<file path="src/rtl/muldiv_sequencer.sv">
// muldiv_sequencer: owns the HI/LO registers and runs the multi-cycle
// MULT/MULTU/DIV/DIVU operations for the EX stage. Operands are reduced to
// magnitudes on acceptance. The multiply is shift-add and the divide is
// restoring. Signs are re-applied in a single FIX cycle before HI/LO are
// written.
module muldiv_sequencer #(
    parameter int WIDTH = 32
) (
    input  logic             Clk,
    input  logic             RstN,
    input  logic             Start,
    input  logic [5:0]       FuncCode,
    input  logic [WIDTH-1:0] SrcA,
    input  logic [WIDTH-1:0] SrcB,
    input  logic             Flush,
    output logic             Busy,
    output logic             Stall,
    output logic             Done,
    output logic [WIDTH-1:0] Hi,
    output logic [WIDTH-1:0] Lo
);

    localparam int CNT_W = (WIDTH > 1) ? $clog2(WIDTH) : 1;
    localparam logic [CNT_W-1:0] LAST_ITER = CNT_W'(WIDTH - 1);

    typedef enum logic [1:0] {
        IDLE = 2'd0,
        MUL  = 2'd1,
        DIV  = 2'd2,
        FIX  = 2'd3
    } state_t;

    state_t state;
    state_t next_state;

    logic [CNT_W-1:0]   iter_cnt;
    logic [WIDTH-1:0]   mcand;
    logic [2*WIDTH-1:0] prod;
    logic [WIDTH-1:0]   divisor;
    logic [WIDTH-1:0]   quot;
    logic [WIDTH:0]     rem;
    logic               res_sign;
    logic               rem_sign;
    logic               op_div;
    logic               done_q;

    logic               is_mul;
    logic               is_div;
    logic               is_mthi;
    logic               is_mtlo;
    logic               func_valid;
    logic               signed_op;
    logic               a_neg;
    logic               b_neg;
    logic               b_zero;
    logic [WIDTH-1:0]   mag_a;
    logic [WIDTH-1:0]   mag_b;
    logic               last_iter;

    logic [WIDTH:0]     mul_sum;
    logic [2*WIDTH-1:0] mul_next;
    logic [WIDTH+1:0]   div_shift;
    logic [WIDTH+1:0]   div_trial;
    logic [WIDTH:0]     rem_next;
    logic [WIDTH-1:0]   quot_next;
    logic [2*WIDTH-1:0] prod_fix;
    logic [WIDTH-1:0]   hi_fix;
    logic [WIDTH-1:0]   lo_fix;

    // Decode the funct field into the HI/LO instruction classes.
    always_comb begin
        is_mul     = 1'b0;
        is_div     = 1'b0;
        is_mthi    = 1'b0;
        is_mtlo    = 1'b0;
        func_valid = 1'b0;
        case (FuncCode)
            6'b011000, 6'b011001: begin
                is_mul     = 1'b1;
                func_valid = 1'b1;
            end
            6'b011010, 6'b011011: begin
                is_div     = 1'b1;
                func_valid = 1'b1;
            end
            6'b010001: begin
                is_mthi    = 1'b1;
                func_valid = 1'b1;
            end
            6'b010011: begin
                is_mtlo    = 1'b1;
                func_valid = 1'b1;
            end
            6'b010000, 6'b010010: func_valid = 1'b1;
            default: func_valid = 1'b0;
        endcase
    end

    // Operand magnitudes and signs; the signed variants have funct bit 0 clear.
    always_comb begin
        signed_op = ~FuncCode[0];
        a_neg     = signed_op & SrcA[WIDTH-1];
        b_neg     = signed_op & SrcB[WIDTH-1];
        mag_a     = a_neg ? -SrcA : SrcA;
        mag_b     = b_neg ? -SrcB : SrcB;
        b_zero    = (SrcB == '0);
        last_iter = (iter_cnt == LAST_ITER);
    end

    // One shift-add multiply step and one restoring divide step.
    always_comb begin
        mul_sum   = {1'b0, prod[2*WIDTH-1:WIDTH]} + (prod[0] ? {1'b0, mcand} : '0);
        mul_next  = {mul_sum, prod[WIDTH-1:1]};
        div_shift = {rem, quot[WIDTH-1]};
        div_trial = div_shift - {2'b00, divisor};
        if (!div_trial[WIDTH+1]) begin
            rem_next  = div_trial[WIDTH:0];
            quot_next = {quot[WIDTH-2:0], 1'b1};
        end else begin
            rem_next  = div_shift[WIDTH:0];
            quot_next = {quot[WIDTH-2:0], 1'b0};
        end
    end

    // Sign correction of the finished result, selected by operation type.
    always_comb begin
        prod_fix = res_sign ? -prod : prod;
        if (op_div) begin
            hi_fix = rem_sign ? -rem[WIDTH-1:0] : rem[WIDTH-1:0];
            lo_fix = res_sign ? -quot : quot;
        end else begin
            hi_fix = prod_fix[2*WIDTH-1:WIDTH];
            lo_fix = prod_fix[WIDTH-1:0];
        end
    end

    // Next-state logic; flush wins over everything else.
    always_comb begin
        next_state = state;
        if (Flush) begin
            next_state = IDLE;
        end else begin
            case (state)
                IDLE: begin
                    if (Start && is_mul) begin
                        next_state = MUL;
                    end else if (Start && is_div) begin
                        next_state = b_zero ? FIX : DIV;
                    end
                end
                MUL:     if (last_iter) next_state = FIX;
                DIV:     if (last_iter) next_state = FIX;
                FIX:     next_state = IDLE;
                default: next_state = IDLE;
            endcase
        end
    end

    // State register.
    always_ff @(posedge Clk or negedge RstN) begin
        if (!RstN) begin
            state <= IDLE;
        end else begin
            state <= next_state;
        end
    end

    // Datapath registers: operand capture, iterations, HI/LO writes, Done pulse.
    always_ff @(posedge Clk or negedge RstN) begin
        if (!RstN) begin
            iter_cnt <= '0;
            mcand    <= '0;
            prod     <= '0;
            divisor  <= '0;
            quot     <= '0;
            rem      <= '0;
            res_sign <= 1'b0;
            rem_sign <= 1'b0;
            op_div   <= 1'b0;
            done_q   <= 1'b0;
            Hi       <= '0;
            Lo       <= '0;
        end else begin
            done_q <= 1'b0;
            if (!Flush) begin
                case (state)
                    IDLE: begin
                        if (Start && is_mthi) Hi <= SrcA;
                        if (Start && is_mtlo) Lo <= SrcA;
                        if (Start && (is_mul || is_div)) begin
                            iter_cnt <= '0;
                            op_div   <= is_div;
                            res_sign <= a_neg ^ b_neg;
                            rem_sign <= a_neg;
                            mcand    <= mag_a;
                            prod     <= {{WIDTH{1'b0}}, mag_b};
                            divisor  <= mag_b;
                            quot     <= mag_a;
                            rem      <= '0;
                            if (is_div && b_zero) begin
                                res_sign <= 1'b0;
                                rem_sign <= 1'b0;
                                quot     <= '1;
                                rem      <= {1'b0, SrcA};
                            end
                        end
                    end
                    MUL: begin
                        prod     <= mul_next;
                        iter_cnt <= iter_cnt + CNT_W'(1);
                    end
                    DIV: begin
                        rem      <= rem_next;
                        quot     <= quot_next;
                        iter_cnt <= iter_cnt + CNT_W'(1);
                    end
                    FIX: begin
                        Hi     <= hi_fix;
                        Lo     <= lo_fix;
                        done_q <= 1'b1;
                    end
                    default: ;
                endcase
            end
        end
    end

    // Status outputs; Stall is purely combinational so independent ALU ops flow.
    always_comb begin
        Busy  = (state != IDLE);
        Stall = Start & func_valid & Busy;
        Done  = done_q;
    end

endmodule

</file>
<file path="config.mk">
export PLATFORM = sky130hd
export DESIGN_NAME = muldiv_sequencer
export DESIGN_NICKNAME = d
export VERILOG_FILES = /design/src/rtl/muldiv_sequencer.sv
export SDC_FILE = /design/constraint.sdc
export NUM_CORES = 1
export LEC_CHECK = 0
export CAP_MARGIN = 40
export CORE_UTILIZATION = 25
export CTS_BUF_LIST = sky130_fd_sc_hd__clkbuf_16
export CTS_CLUSTER_DIAMETER = 200
export DETAILED_ROUTE_END_ITERATION = 10
export HOLD_SLACK_MARGIN = 0.1
export SYNTH_ARGS = -nofsm -noshare
export SYNTH_HDL_FRONTEND = slang
export SYNTH_SLANG_ARGS = --single-unit
export TNS_END_PERCENT = 30
</file>
<file path="constraint.sdc">
create_clock -name Clk -period 5.4 [get_ports Clk]
set_clock_uncertainty 0.1 [all_clocks]
set_input_delay 0.81 -clock Clk [delete_from_list [all_inputs] [get_ports Clk]]
set_output_delay 0.81 -clock Clk [all_outputs]
set_load 0.01 [all_outputs]
</file>
==> impl_metrics.yaml <==
global_route:
  grt_max_degree: 100
  grt_pass1_wl_microns: 116000
  antenna_found_initial: 2
  track_usage_pct: 18.4
  grt_pass1_vias: 17810
  grt-ovfl-total: 0
die:
  core_sq_um: 80400
  dieWidth_microns: 287
  row_count: 104
  dieArea_sq_um: 82300
  dieHeight_microns: 287
  ioPinCount: 141
  initial_utilization_pct: 25.2
critical_path:
  worst_path_most_repeated_cell: "buf_4"
  slowest_stage: "o311ai_4"
  crit_family: "compound AO/OA/AOI/OAI gates"
  worst_setup_path_start_kind: "register"
  r2r_end: "rem[3]"
  r2r_cells: 11
  crit_fanout: 17
  cp_data_arrival_time_ps: 4500
  cp_slowest_stage_delay_ps: 550
  reg2reg_slack_ps: 1280
  crit_type: "reg2reg"
  r2r-start: "rem[23]"
  path_cells: "ha_1 > a21oi_1 > o21ai_0 > a22o_1 > or3_1 > o311ai_4 > nor2_4 > buf_4 > buf_4 > mux2i_1 > a221oi_1"
  endpoint_kind: "register"
  cp.required_ps: 5770
  critical_path.n_buffers_inverters: 2
detailed_routing:
  ant_nets: 0
  firstDrtPassIters: 6
  drc_errors: 0
  drt_wl_total_microns: 76800
  drt_iter0_markers: 1971
  num_vias: 19541
  wl_per_cell_microns: 20.9
  via_per_inst: 5.31
finish:
  final_cell_mix: "nand2_1, dfrtp_1, o21ai_0"
  syn2layout_area_growth_pct: 17.6
  nets: 2746
  regArea_sq_um: 6710
  n_antenna_cell: 0
  drive_gt1_share_pct: 5.88
  utilization_pct: 29.7
  nFillCells: 8587
  final_common_cell: "nand2_1"
  multi_input_area_sq_um: 12700
clocking:
  cts_tree: "done"
  cts_buffers: 31
  clock-sinks: 268
  hold_buffers: 0
  cts_root_buf: "clkbuf_16"
  cts_setup_buffers: 0
  clock_path_buffers: 3
  clock_latency_ps: 600
  cts_resized: 0
  htree_levels: 1
  clk_pin_slew_ps: 70
power:
  p_sw_mw: 5.05
  power_mw: 11.4
  p_int_mw: 6.34
  irDropWorstVdd_v: 0.000284
  combPwrFrac_pct: 48.4
  powerDensity_nw_per_um2: 478
  clock_power_share_pct: 19.4
  sw_frac_of_total_pct: 44.3
  leakagePower_nw: 10.1
  pwr-share-seq_pct: 32.1
synth:
  yosysUniqueCellTypes: 88
  synth_edf_count: 0
  yosys_warnings: 0
  synth_nets: 2685
  ys_seq_area_share_pct: 33.1
  postSynthCellCount: 2533
  ys_seq_elements: 268
  async_flop_share_pct: 100
  synth_area_sq_um: 20300
  syn_area_per_cell_sq_um: 8.01
  synth-main-ff-cell: "dfrtp_1"
placement:
  io_buffer_count: 140
  gp_congestion: 0.958
  dp_hpwl_microns: 59400
flow_run:
  cap_violations: 0
timing:
  tns_ps: 0
  finalSetupViolations: 0
  fmaxAchievable_ghz: 0.242
  period_needed_ps: 4120
  period_share_pct: 76.4
  slew_viol_final: 0
  tightestPinTransition_ps: 966
  slew_headroom_pct: 35.6
  rsz0062_at_grt: "no"
  hold_viol: 0
outcome:
  status: "finished, final reports clean"
min_path:
  hold_class: "in2async"
==> how the worst max path moves through the flow <==
| stage | slack [ps] | cells past startpoint | start | to |
|---|---|---|---|---|
| 6_report | 1280 | 11 | rem[23] | rem[3] |
| 5_1_grt | 1030 | 12 | rem[23] | rem[2] |
| 4_1_cts | 1310 | 11 | rem[23] | rem[3] |
| 3_5_place_dp | 1150 | 10 | SrcA[9] | quot[30] |
| 3_3_place_gp | 1140 | 10 | SrcA[9] | quot[30] |
| 2_1_floorplan | 2150 | 10 | SrcA[10] | quot[30] |
==> cell usage after synthesis (41+ instances only) <==
| master | number | area [sq um] |
|---|---|---|
| mux2i_1 | 59 | 591 |
| ha_1 | 76 | 951 |
| inv_1 | 82 | 308 |
| nand2_1 | 338 | 1270 |
| a21oi_1 | 230 | 1150 |
| a21o_1 | 41 | 308 |
| dfrtp_1 | 268 | 6710 |
| o31ai_1 | 43 | 323 |
| or3_1 | 43 | 269 |
| xnor2_1 | 109 | 955 |
| xor2_1 | 118 | 1030 |
| o21ai_0 | 241 | 1210 |
| nand3_1 | 61 | 305 |
| clkbuf_1 | 119 | 447 |
| nor2_1 | 199 | 747 |
| nor3_1 | 43 | 215 |
==> logic make-up (layout without fill, tap and decap cells) <==
kind of cell,after synthesis,after routing,synth area share (%)
buf+inv,232,318,4.48
xor+xnor,227,227,9.80
mux,75,75,3.86
flops,268,268,33.1
fa+ha+maj,78,78,4.89
simple gates,885,885,21.0
compound gates,768,768,22.9
==> state kept, by name, summed over array words and instances (netlist names), 5 cells and up <==
register and cells:
prod 64, rem 33, Hi 32, Lo 32, divisor 32, mcand 32
quot 32, iter_cnt 5
==> stage by stage <==
step	hold WS, ps	setup slack [ps]	std cells	cell area [sq um]
floorplan	338	2150	2533	20300
detailed placement	356	1150	3621	22800
CTS	147	1310	3679	23800
finish	95.8	1280	3679	23800
global placement	354	1140	3617	22700
global route	169	1030	3679	23800
==> worst register-to-register path: stages (launching register included) <==
cell and delay (ps):
dfrtp_1 490, ha_1 410, a21oi_1 270, o21ai_0 300, a22o_1 320, or3_1 400, o311ai_4 560, nor2_4 240
buf_4 280, buf_4 190, mux2i_1 120, a221oi_1 340
==> power by group through the flow <==
stage	Sequential, mW	Clock [mW]	Combinational [mW]
finish	3.66	2.21	5.52
global placement	3.66	0	5.38
detailed placement	3.67	0	5.42
CTS	3.64	2.24	5.45
global route	3.75	2.31	6.06
floorplan	3.41	0	3.64
==> per-layer routing <==
layer	global-route usage [%]	wire length [microns]
met5	0	23
met3	4.15	7240
met4	5.19	2150
met1	26.7	35300
met2	26.9	32100
==> layout make-up <==
class	instances	area share, %
flip-flops and latches	268	28.1
well taps	1060	5.56
repair buffers	177	7.37
inverters	83	1.31
multi-input cells	2033	53.2
clock inverters	27	1.12
clock buffers	31	3.25
Power figures use the tool's default switching activity.
